===== config.mk =====
export PLATFORM = sky130hd
export DESIGN_NAME = gon_mc_ctrl_buffered
export DESIGN_NICKNAME = d
export VERILOG_FILES = /design/src/rtl/gon_mc_ctrl_buffered.sv
export SDC_FILE = /design/constraint.sdc
export NUM_CORES = 1
export LEC_CHECK = 0
export ABC_AREA = 1
export CORE_AREA = 2 2 96 98
export DETAILED_ROUTE_END_ITERATION = 8
export DIE_AREA = 0 0 98 100
export SLEW_MARGIN = 15
export SYNTH_ARGS = -nofsm -noshare
export SYNTH_HDL_FRONTEND = slang
export SYNTH_SLANG_ARGS = --single-unit

===== constraint.sdc =====
create_clock -name clk -period 2.9 [get_ports clk]
set_clock_uncertainty 0.1 [all_clocks]
set_input_delay 0.29 -clock clk [delete_from_list [all_inputs] [get_ports clk]]
set_output_delay 0.29 -clock clk [all_outputs]
set_load 0.005 [all_outputs]

===== src/rtl/gon_mc_ctrl_buffered.sv =====
// gon_mc_ctrl_buffered
//   Multicast tap controller for the PE-array global-on-network. It holds a
//   scan-loaded ID and don't-care mask, matches each upstream packet tag
//   against them, and buffers matching payloads in a small FIFO. The FIFO
//   decouples the upstream enable/ready handshake from the downstream one.
//
// Optional feature macro: GON_MC_BCAST_EN
//   When defined, an all-ones tag matches every tap regardless of id/mask.
//
// Ports:
//   clk, rst            clock, asynchronous active-high reset
//   set_id              load id_in/mask_in on this clock edge
//   id_in, mask_in      new ID / mask from the scan chain (mask bit 1 = don't care)
//   id, mask            current ID / mask, forwarded along the scan chain
//   tag                 destination tag of the current upstream packet
//   enable_in/ready_out upstream valid/ready
//   value_in            upstream payload
//   enable_out/ready_in downstream valid/ready
//   value_out           downstream payload (0 while the FIFO is empty)
//   count               FIFO occupancy
module gon_mc_ctrl_buffered #(
    parameter int ID_LEN    = 4,
    parameter int VALUE_LEN = 32,
    parameter int DEPTH     = 2,
    localparam int CNT_LEN  = $clog2(DEPTH + 1)
) (
    input  logic                 clk,
    input  logic                 rst,
    input  logic                 set_id,
    input  logic [ID_LEN-1:0]    id_in,
    input  logic [ID_LEN-1:0]    mask_in,
    output logic [ID_LEN-1:0]    id,
    output logic [ID_LEN-1:0]    mask,
    input  logic [ID_LEN-1:0]    tag,
    input  logic                 enable_in,
    output logic                 ready_out,
    input  logic [VALUE_LEN-1:0] value_in,
    output logic                 enable_out,
    input  logic                 ready_in,
    output logic [VALUE_LEN-1:0] value_out,
    output logic [CNT_LEN-1:0]   count
);

    localparam int PTR_W = $clog2(DEPTH);

    logic [ID_LEN-1:0]    id_q, mask_q;
    logic [PTR_W-1:0]     wr_ptr_q, rd_ptr_q;
    logic [CNT_LEN-1:0]   count_q, count_d;
    logic [VALUE_LEN-1:0] mem [DEPTH];

    logic match_rule, match, full, empty, push, pop;

    // ID/mask register
    always_ff @(posedge clk or posedge rst) begin
        if (rst) begin
            id_q   <= '0;
            mask_q <= '0;
        end else if (set_id) begin
            id_q   <= id_in;
            mask_q <= mask_in;
        end
    end

    assign id   = id_q;
    assign mask = mask_q;

    assign match_rule = (((tag ^ id_q) & ~mask_q) == '0);

`ifdef GON_MC_BCAST_EN
    assign match = match_rule | (&tag);
`else
    assign match = match_rule;
`endif

    assign full  = (count_q == CNT_LEN'(DEPTH));
    assign empty = (count_q == '0);

    // Ready ignores ready_in when full, so a pop never frees a slot for the same cycle.
    assign ready_out  = match & ~full;
    assign enable_out = ~empty;
    assign push       = enable_in & ready_out;
    assign pop        = enable_out & ready_in;

    assign value_out = enable_out ? mem[rd_ptr_q] : '0;
    assign count     = count_q;

    always_comb begin
        count_d = count_q;
        case ({push, pop})
            2'b10:   count_d = count_q + CNT_LEN'(1);
            2'b01:   count_d = count_q - CNT_LEN'(1);
            default: count_d = count_q;
        endcase
    end

    always_ff @(posedge clk or posedge rst) begin
        if (rst) begin
            wr_ptr_q <= '0;
            rd_ptr_q <= '0;
            count_q  <= '0;
        end else begin
            // DEPTH is a power of two, so pointers wrap naturally.
            if (push) wr_ptr_q <= wr_ptr_q + PTR_W'(1);
            if (pop)  rd_ptr_q <= rd_ptr_q + PTR_W'(1);
            count_q <= count_d;
        end
    end

    // Storage is not reset; enable_out masks stale entries.
    always_ff @(posedge clk) begin
        if (push) mem[wr_ptr_q] <= value_in;
    end

endmodule


---- Yosys cells after proc, flatten, opt, wreduce, memory -nomap -nowiden ----
Memories as Yosys holds them, arrays and structs flattened.
Cells that the tools add are included.
word-level totals
  memories ................................ 1
  flip-flop bits (word level) ............. 12
  output and inout port bits .............. 44
  bits in latches ......................... 0
  ROM bits ................................ 0
  word-level logic and storage cells ...... 28
  RAM bits ................................ 64
  input bits .............................. 49
operators by class
  multiply operators ...................... 0
  $lt $le $gt $ge ......................... 0
  add/subtract/negate cells ............... 4
  reduce and logical (&&, ||, !) cells .... 3
  bitwise gates (word level) .............. 8
  eq/ne operators ......................... 3
  multiplexer cells ....................... 4
  shift operators ......................... 0
  div/mod/pow operators ................... 0
memories
  name  words  width  rd ports  clocked after Yosys merged registers in  write ports  line  text
  mem   2      32     1         0                                        1            49    logic [VALUE_LEN-1:0] mem [DEPTH];
operator list
  cell                   count
  $mux W32               1
  $and A4 B4 Y4          1
  $eq A2 B2 Y1 const B   2
  $logic_not A4 Y1       1
  $not A4 Y4             1
  $pmux W2 S2            1
  $xor A4 B4 Y4          1
  $and A1 B1 Y1          3
  $add A1 B1 Y1 const B  2
  $add A2 B1 Y2 const B  1
  $eq A2 B1 Y1 const B   1
  $logic_not A2 Y1       1
  $mux W1                2
  $not A1 Y1             2
  $reduce_bool A2 Y1     1
  $sub A2 B1 Y2 const B  1

---- Logic depth before layout (Yosys ltp) ----
Gate-level depths: netlist of run 1.
  depth after elaboration ................. 7
  depth in mapped cells ................... 10
  mapped depth without buffers ............ 10

---- Least setup slack after synthesis of run 1 ----
OpenSTA, ideal clock, no wires.
  kind .................................... reg2reg
  start point ............................. register id_q[3] (netlist: id[3])
  end point ............................... memory mem[1][0], enable pin
  path buffers ............................ 0
  setup slack ............................. 0.177 ns
  stages on the path, launching flop included .. 6
  setup time .............................. 0.421 ns
  data required time ...................... 2.379 ns
  data arrival time ....................... 2.202 ns
  period minus slack after synthesis ...... 2.723 ns
  path through ............................ dfrtp_1 -> o21ai_0 -> nor2_1 -> nor2_2 -> nand3_2 -> nor2_1
on the way
  longest elaborated chain between the ends .. 7
ends and longest elaborated chain
  what                           line  text
  start: declaration             46    logic [ID_LEN-1:0] id_q, mask_q;
  start signal: assignment       59    id_q <= id_in;
  $xor A4 B4 Y4                  67    assign match_rule = (((tag ^ id_q) & ~mask_q) == '0);
  $and A4 B4 Y4                  67
  $logic_not A4 Y1               67
  $and A1 B1 Y1                  79    assign ready_out = match & ~full;
  $and A1 B1 Y1                  81    assign push = enable_in & ready_out;
  $mux W1                        111   if (push) mem[wr_ptr_q] <= value_in;
  $mux W1 (not written as such)  111
  end: declaration               49
Every way passes these cells.

---- Worst setup path in the final report of run 1 ----
  start point ............................. register count_q[0] (netlist: count[0])
  end point ............................... output port value_out[8]
on the way
  longest elaborated chain between the ends .. 2
ends and longest elaborated chain
  what                      line  text
  start: declaration        48    logic [CNT_LEN-1:0] count_q, count_d;
  start signal: assignment  105   count_q <= count_d;
  $logic_not A2 Y1          76    assign empty = (count_q == '0);
  $mux W32                  84    assign value_out = enable_out ? mem[rd_ptr_q] : '0;
  end: declaration          40    output logic [VALUE_LEN-1:0] value_out,
Every way passes these cells.

==> out/metrics.csv, run 1 <==
metric,value,unit
status,finished clean,
tightest_slew,0.569,ns
grt_pass1_wl,9530,um
leakage,1.59,nW
cts.path.max_buffers,2,
postCtsHoldBufs,0,
syn_area_per_cell,12.1,sq um
drc,0,
layout_commonest_cell,clkdlybuf4s50_1,
die_x,98,um
synth_nets,297,
track_usage,12.8,%
wire_per_inst,13.2,um
start_util,33.6,%
dr.pass1.iters,4,
ios,93,
wirelength,6070,um
dp_hpwl,4000,um
antenna_found_initial,0,
maxSlewViolCount,0,
slew_headroom,62.0,%
vdd_ir_drop_max,0.000317,V
vias,2054,
portBuffers,92,
max_cap_violations,0,
arrival,2.07,ns
netlist_area,2990,sq um
insertion_delay,0.34,ns
grt_max_degree,34,
combinationalPowerShare,37.7,%
via_per_inst,4.47,
cts_setup_buffers,0,
max_freq,406,MHz
power_density,811,nW/um^2
ys_ff_latch,76,
crit_required,2.51,ns
overflow,0,
layout_min_cycle_time,2.46,ns
crit_family,buffers and inverters,
cts_repair_resize_count,0,
min_path_type,input port to asynchronous set/reset pin,
critPathSlowestCell,dfrtp_1,
pre_cts_ws,0.568,ns
p_int,0.00242,W
pwr-share-seq,39.0,%
initialDrtViolationCount,59,
root_buffer,clkbuf_8,
tritoncts,done,
tns,0,ns
synth.distinct_cells,19,
h-tree-depth,3,
final_hold_viol_count,0,
clkPwrFrac,23.3,%
final_nets,393,
start_kind,register,
drive_gt1_share,7.18,%
setup_viol,0,
switchingPower,0.00102,W
fin_util,47.7,%
end_kind,primary output,
area_delta_synth_final,42.0,%
yosysWarnings,0,
slowest_delay,0.47,ns
switching_share,29.6,%
period_share,84.9,%
path_max_fanout,19,
grt_pass1_vias,2029,
crit_type,register to primary output,
final_cell_mix,"92 x clkdlybuf4s50_1, 83 x nand2_1, 64 x edfxtp_1, 33 x a21oi_1, 18 x inv_1",
rsz0062_at_grt,false,
finalWorstSetupSlack,0.437,ns
die_y,100,um
core-area,8890,sq um
globalplace.congestion,0.731,
synthCells,247,
crit_chain,nor2_4 -> buf_4 -> a21oi_1 -> clkdlybuf4s50_1,
crit_buf_inv,2,
clk_pin_slew,0.07,ns
row_count,35,
diodes,0,
die_area,9800,sq um
numClockSinks,76,
antenna_left,0,
numCtsBuffers,9,
yosysSeqAreaShare,74.4,%
[kinds of logic after synthesis]
family          Yosys count  share of synthesized area, %
compound gates           42                          7.04
xor+xnor                  3                         0.880
fa+ha+maj                 1                         0.419
buf+inv                  30                          4.48
flops                    76                          74.4
mux                       1                         0.377
simple gates             94                          12.4
[cell type report]
type	count	area [sq um]
clock inverter	4	47.5
timing repair buffer	96	963
tap	111	139
sequential	76	2220
multi-input combinational	141	644
inverter	19	71.3
fill	842	4650
clock buffer	12	155
[final timing paths]
check / depth (start not counted) / startpoint / endpoint / slack [ns]
worst max-delay path: 4 / count[0] / value_out[8] / 0.44
worst min-delay path: 2 / rst / id[1] / 0.15
worst max register to register: 7 / count[0] / mem[1][20] / 0.92
worst min register to register: 2 / wr_ptr_q / wr_ptr_q / 0.38
max in group asynchronous: 2 / rst / wr_ptr_q / 2.23
min in group clk: 2 / wr_ptr_q / wr_ptr_q / 0.38
[sequential cells by signal, indices dropped and copies added (netlist names)]
register  count
mem          64
id            4
mask          4
count         2
rd_ptr_q      1
wr_ptr_q      1
[power by group through the flow]
stage               Clock, W  Combinational (W)  Sequential, W
finish              0.000804            0.00130        0.00134
global route        0.000881            0.00143        0.00135
CTS                 0.000835            0.00133        0.00134
detailed placement         0            0.00133        0.00137
global placement           0            0.00132        0.00136
floorplan                  0           0.000589        0.00135
[per-stage QoR]
| stage | hold WS [ns] | std cells | cell area [sq um] | total power, W |
|---|---|---|---|---|
| after floorplan | 0.0547 | 247 | 2990 | 0.00194 |
| after global placement | 0.359 | 443 | 4040 | 0.00268 |
| after detailed placement | 0.367 | 443 | 4040 | 0.00269 |
| after CTS | 0.152 | 459 | 4240 | 0.00351 |
| after global routing | 0.188 | 459 | 4240 | 0.00366 |
| final | 0.151 | 459 | 4240 | 0.00344 |
[worst register-to-register path: stages, from the launching register on]
cell and delay, ns:
dfrtp_1 0.49, inv_1 0.08, nand2_1 0.06, nand2_1 0.08, nor2_2 0.12, nand3_2 0.12, nor2_4 0.40, buf_12 0.24
[Yosys cell counts]
master	instances	area (sq um)
nor2_1	3	11.3
xnor2_1	2	17.5
buf_2	8	40.0
inv_1	18	67.6
edfxtp_1	64	1920
o21ai_0	9	45.0
dfrtp_1	12	300
inv_2	1	3.75
xor2_1	1	8.76
mux2_2	1	11.3
nand2_1	83	312
nand3_1	3	15.0
nor2_2	2	12.5
nand4_1	1	6.26
ha_1	1	12.5
nand3_2	1	10.0
nor3_1	1	5.00
a21oi_1	33	165
buf_4	3	22.5
[routing by layer]
layer	wire length, um	GRT usage, %
met1	2590	14.5
met3	353	4.04
met5	0	0
met2	3010	22.0
met4	110	6.41
(Power assumes the default switching activity.)
==> run 2: changes to the inputs <==
clock period = 2.3 ns   (was 2.9 ns; I/O delays follow)
==> out/metrics.csv, run 2 (synthesized netlist as in run 1, its figures left out) <==
metric,value,unit,change
p_int,0.00301,W,+24%
tritoncts,done,,
final_nets,400,,+1.8%
switchingPower,0.00136,W,+34%
vdd_ir_drop_max,0.000359,V,+13%
portBuffers,92,,unchanged
slew_headroom,67.3,%,+5.3 points
leakage,1.63,nW,+2.2%
status,finished clean,,
numClockSinks,76,,unchanged
power_density,1020,nW/um^2,+25%
cts.path.max_buffers,2,,unchanged
h-tree-depth,3,,unchanged
max_freq,464,MHz,
insertion_delay,0.34,ns,about the same
numCtsBuffers,9,,unchanged
drc,0,,unchanged
clkPwrFrac,19.6,%,-3.7 points
largest_reg_flops,64,,unchanged
via_per_inst,4.46,,-0.28%
layout_commonest_cell,clkdlybuf4s50_1,,
dp_hpwl,4220,um,+5.6%
pwr-share-seq,38.9,%,about the same
arrival,1.82,ns,-0.25 ns
die_x,98,um,unchanged
overflow,0,,unchanged
crit_type,register to primary output,,
grt_max_degree,27,,-21%
tns,0,ns,unchanged
grt_pass1_vias,2114,,+4.2%
start_util,33.6,%,unchanged
start_kind,register,,
diodes,0,,unchanged
path_max_fanout,13,,-6
crit_required,1.97,ns,-0.54 ns
slowest_delay,0.53,ns,+0.06 ns
drive_gt1_share,9.32,%,+2.1 points
critPathSlowestCell,clkdlybuf4s50_1,,
dpl.cell_count,448,,+1.1%
root_buffer,clkbuf_8,,
globalplace.congestion,0.768,,+5.0%
combinationalPowerShare,41.5,%,+3.8 points
initialDrtViolationCount,31,,-47%
crit_chain,inv_4 -> buf_12 -> nand2_1 -> a21oi_1 -> clkdlybuf4s50_1,,
vias,2075,,+1.0%
ios,93,,unchanged
hold_slack,0.114,ns,-0.0371 ns
die_area,9800,sq um,unchanged
period_share,93.7,%,
final_cell_mix,"92 x clkdlybuf4s50_1, 83 x nand2_1, 64 x edfxtp_1, 33 x a21oi_1, 18 x inv_1",,
max_cap_violations,0,,unchanged
regMostFlops,mem,,
end_kind,primary output,,
rsz0062_at_grt,false,,
row_count,35,,unchanged
wire_per_inst,13.8,um,+4.7%
fin_cells,465,,+1.3%
maxSlewViolCount,0,,unchanged
dr.pass1.iters,4,,unchanged
min_path_type,input port to asynchronous set/reset pin,,
clk_pin_slew,0.08,ns,about the same
antenna_found_initial,0,,unchanged
die_y,100,um,unchanged
wirelength,6440,um,+6.1%
final_hold_viol_count,0,,unchanged
core-area,8890,sq um,unchanged
area_delta_synth_final,44.3,%,
layout_min_cycle_time,2.15,ns,
switching_share,31.2,%,+1.6 points
setup_viol,0,,unchanged
tightest_slew,0.490,ns,-0.0786 ns
antenna_left,0,,unchanged
grt_pass1_wl,10100,um,+5.9%
track_usage,13.3,%,+0.43 points
## run 2: final timing paths
| path | start | depth (start not counted) | slack (ns) | end |
|---|---|---|---|---|
| max in group asynchronous | rst | 2 | 1.62 | rd_ptr_q |
| min in group clk | mask_in[2] | 3 | 0.34 | mask[2] |
| hold / removal | rst | 2 | 0.11 | mask[2] |
| hold reg to reg | wr_ptr_q | 2 | 0.41 | wr_ptr_q |
| setup reg to reg | count[0] | 9 | 0.43 | count[1] |
| setup / recovery | rd_ptr_q | 5 | 0.15 | value_out[0] |
## run 2: critical path: cells and delay by family, from the launching register on
family | cells | cell delay, ns
AND/OR/NAND/NOR | 1 | 0.05
AO/OA/AOI/OAI | 1 | 0.16
flip-flops | 1 | 0.45
buffers and inverters | 3 | 0.83
## run 2: cell type report
| type | count | area, sq um |
|---|---|---|
| Tap cell | 111 | 139 |
| Timing Repair Buffer | 103 | 1070 |
| Inverter | 19 | 73.8 |
| Clock inverter | 6 | 40.0 |
| Fill cell | 815 | 4580 |
| Sequential cell | 76 | 2220 |
| Multi-Input combinational cell | 141 | 644 |
| Clock buffer | 9 | 124 |
## run 2: routing by layer
metal	vias up	routed length (um)	track usage [%]	part of all wire (%)
met5	-	0	0	0
met4	0	61	4.49	0.95
met3	5	277	3.06	4.3
met2	51	3240	22.9	50
met1	981	2860	16.5	44
li1	1038	-	-	-
## run 2: through the flow
step	setup slack, ns	total power [W]	utilization, %	area (sq um)
floorplan	0.105	0.00245	-	2990
global placement	0.241	0.00348	46.2	4100
detailed placement	0.205	0.00349	46.2	4100
CTS	0.00323	0.00436	48.0	4270
global route	0.0205	0.00468	48.5	4310
finish	0.146	0.00438	48.5	4310
## run 2: power by group through the flow
stage / sequential, W / combinational, W / clock (W)
after CTS: 0.00170 / 0.00178 / 0.000887
after global placement: 0.00172 / 0.00176 / 0
after detailed placement: 0.00173 / 0.00177 / 0
final: 0.00170 / 0.00182 / 0.000858
after global routing: 0.00172 / 0.00201 / 0.000946
after floorplan: 0.00171 / 0.000745 / 0
## run 2: timing repair
action                                  CTS  global route
buffers inserted                          0             1
hold buffers                              0             0
gates resized for setup                   0             4
endpoints found under the setup margin    0            28
==> run 3: changes to the inputs <==
CORE_AREA = 2 2 90 92   (was 2 2 96 98)
DIE_AREA = 0 0 92 94   (was 0 0 98 100)
PLACE_DENSITY = 0.69   (was unset)
==> out/metrics.csv, run 3 (synthesized netlist as in run 1, its figures left out) <==
metric,value,unit,change
maxSlewViolCount,0,,unchanged
regMostFlops,mem,,
setup_viol,0,,unchanged
h-tree-depth,3,,unchanged
crit_type,register to primary output,,
diodes,0,,unchanged
status,finished clean,,
grt_pass1_vias,2138,,+1.1%
layout_commonest_cell,clkdlybuf4s50_1,,
numClockSinks,76,,unchanged
rsz0062_at_grt,false,,
drc,0,,unchanged
drive_gt1_share,7.65,%,-1.7 points
path_max_fanout,20,,+7
switchingPower,0.00130,W,-4.5%
dp_hpwl,4060,um,-3.8%
slew_headroom,69.5,%,+2.2 points
leakage,1.59,nW,-2.2%
cts_setup_buffers,0,,unchanged
end_kind,primary output,,
final_hold_viol_count,0,,unchanged
core-area,7610,sq um,-14%
tightest_slew,0.457,ns,-0.0329 ns
die_y,94,um,-6.0%
portBuffers,92,,unchanged
max_cap_violations,0,,unchanged
layout_min_cycle_time,2.15,ns,-0.00151 ns
rr_startpoint,id[3],,
row_count,32,,-8.6%
max_freq,465,MHz,about the same
dr.pass1.iters,4,,unchanged
regToRegEndpoint,count[1],,
ff2ff_path_depth,8,,-1
grt_pass1_wl,9900,um,-1.8%
globalplace.congestion,0.758,,-1.3%
die_area,8650,sq um,-12%
switching_share,30.8,%,-0.40 points
vdd_ir_drop_max,0.000442,V,+23%
final_nets,398,,-0.50%
final_cell_mix,"92 x clkdlybuf4s50_1, 83 x nand2_1, 64 x edfxtp_1, 33 x a21oi_1, 18 x inv_1",,
combinationalPowerShare,40.4,%,-1.1 points
via_per_inst,4.52,,+1.2%
track_usage,15.3,%,+2.0 points
period_share,93.6,%,about the same
largest_reg_flops,64,,unchanged
grt_max_degree,27,,unchanged
insertion_delay,0.34,ns,about the same
tns,0,ns,unchanged
cts.path.max_buffers,2,,unchanged
root_buffer,clkbuf_8,,
clkPwrFrac,19.7,%,about the same
antenna_left,0,,unchanged
wire_per_inst,13.4,um,-3.2%
start_kind,register,,
fin_cells,455,,-2.2%
fin_area,4220,sq um,-2.0%
rrSetupSlack,0.40,ns,-0.03 ns
power_density,1000,nW/um^2,-1.3%
initialDrtViolationCount,77,,+150%
overflow,0,,unchanged
wirelength,6100,um,-5.2%
start_util,39.3,%,+5.7 points
total_power,0.00423,W,-3.3%
crit_required,1.97,ns,about the same
die_x,92,um,-6.1%
arrival,1.82,ns,about the same
pwr-share-seq,39.9,%,+1.0 points
dpl.cell_count,439,,-2.0%
antenna_found_initial,0,,unchanged
dpl_cell_area,4060,sq um,-1.0%
ios,93,,unchanged
min_path_type,input port to asynchronous set/reset pin,,
vias,2055,,-0.96%
numCtsBuffers,9,,unchanged
tritoncts,done,,
area_delta_synth_final,41.3,%,
p_int,0.00293,W,-2.7%
clk_pin_slew,0.07,ns,about the same
[run 3: cell types whose count changed in the layout (fill, tap and decap cells not counted), moves of 2 or more]
cell,change
clkinv_2,-2
clkinv_1,+3
buf_4,+2
buf_12,-2
[run 3: metrics by stage]
| step | worst slack [ns] | hold slack (ns) | utilization (%) |
|---|---|---|---|
| after floorplan | 0.105 | -0.00530 | - |
| after global placement | 0.255 | 0.357 | 53.4 |
| after detailed placement | 0.180 | 0.367 | 53.4 |
| after CTS | 0.0783 | 0.0972 | 55.5 |
| after global routing | 0.0223 | 0.146 | 55.5 |
| final | 0.147 | 0.0853 | 55.5 |
[run 3: power groups by stage]
stage               registers (W)  logic, W  clock network, W
floorplan                 0.00171  0.000745                 0
global placement          0.00171   0.00172                 0
detailed placement        0.00171   0.00174                 0
CTS                       0.00169   0.00175          0.000856
global route              0.00170   0.00191          0.000923
finish                    0.00169   0.00171          0.000835
[run 3: worst max-delay path by stage]
stage,from,to,slack [ns],cells past startpoint
finish,rd_ptr_q,value_out[31],0.15,4
global route,rd_ptr_q,value_out[0],0.02,4
CTS,rd_ptr_q,value_out[24],0.08,5
detailed placement,tag[3],count[1],0.18,9
global placement,tag[0],count[1],0.26,10
floorplan,id[3],mem[1][0],0.11,5
[run 3: final cells by class]
cell class / instances / area, sq um
fillers: 658 / 3380
inverters: 19 / 73.8
multi-input cells: 141 / 639
flip-flops and latches: 76 / 2220
repair buffers: 101 / 1000
clock inverters: 6 / 31.3
clock buffers: 10 / 128
well taps: 102 / 128
[run 3: timing repair]
item | in CTS | in global routing
gates resized for setup | 0 | 1
endpoints found under the hold margin | 0 | 0
endpoints found under the setup margin | 0 | 2
hold buffers | 0 | 0
[run 3: per-layer routing]
layer / vias up / routed length (um) / GRT usage, %
li1: 1041 / - / -
met1: 950 / 2550 / 17.2
met3: 5 / 369 / 5.62
met2: 59 / 3140 / 26.7
met4: 0 / 43 / 5.60
met5: - / 0 / 0
[run 3: critical path: stages (launching register included)]
cell and delay [ns]:
dfrtp_1 0.41, buf_4 0.28, nand2_1 0.08, a21oi_1 0.17
clkdlybuf4s50_1 0.54
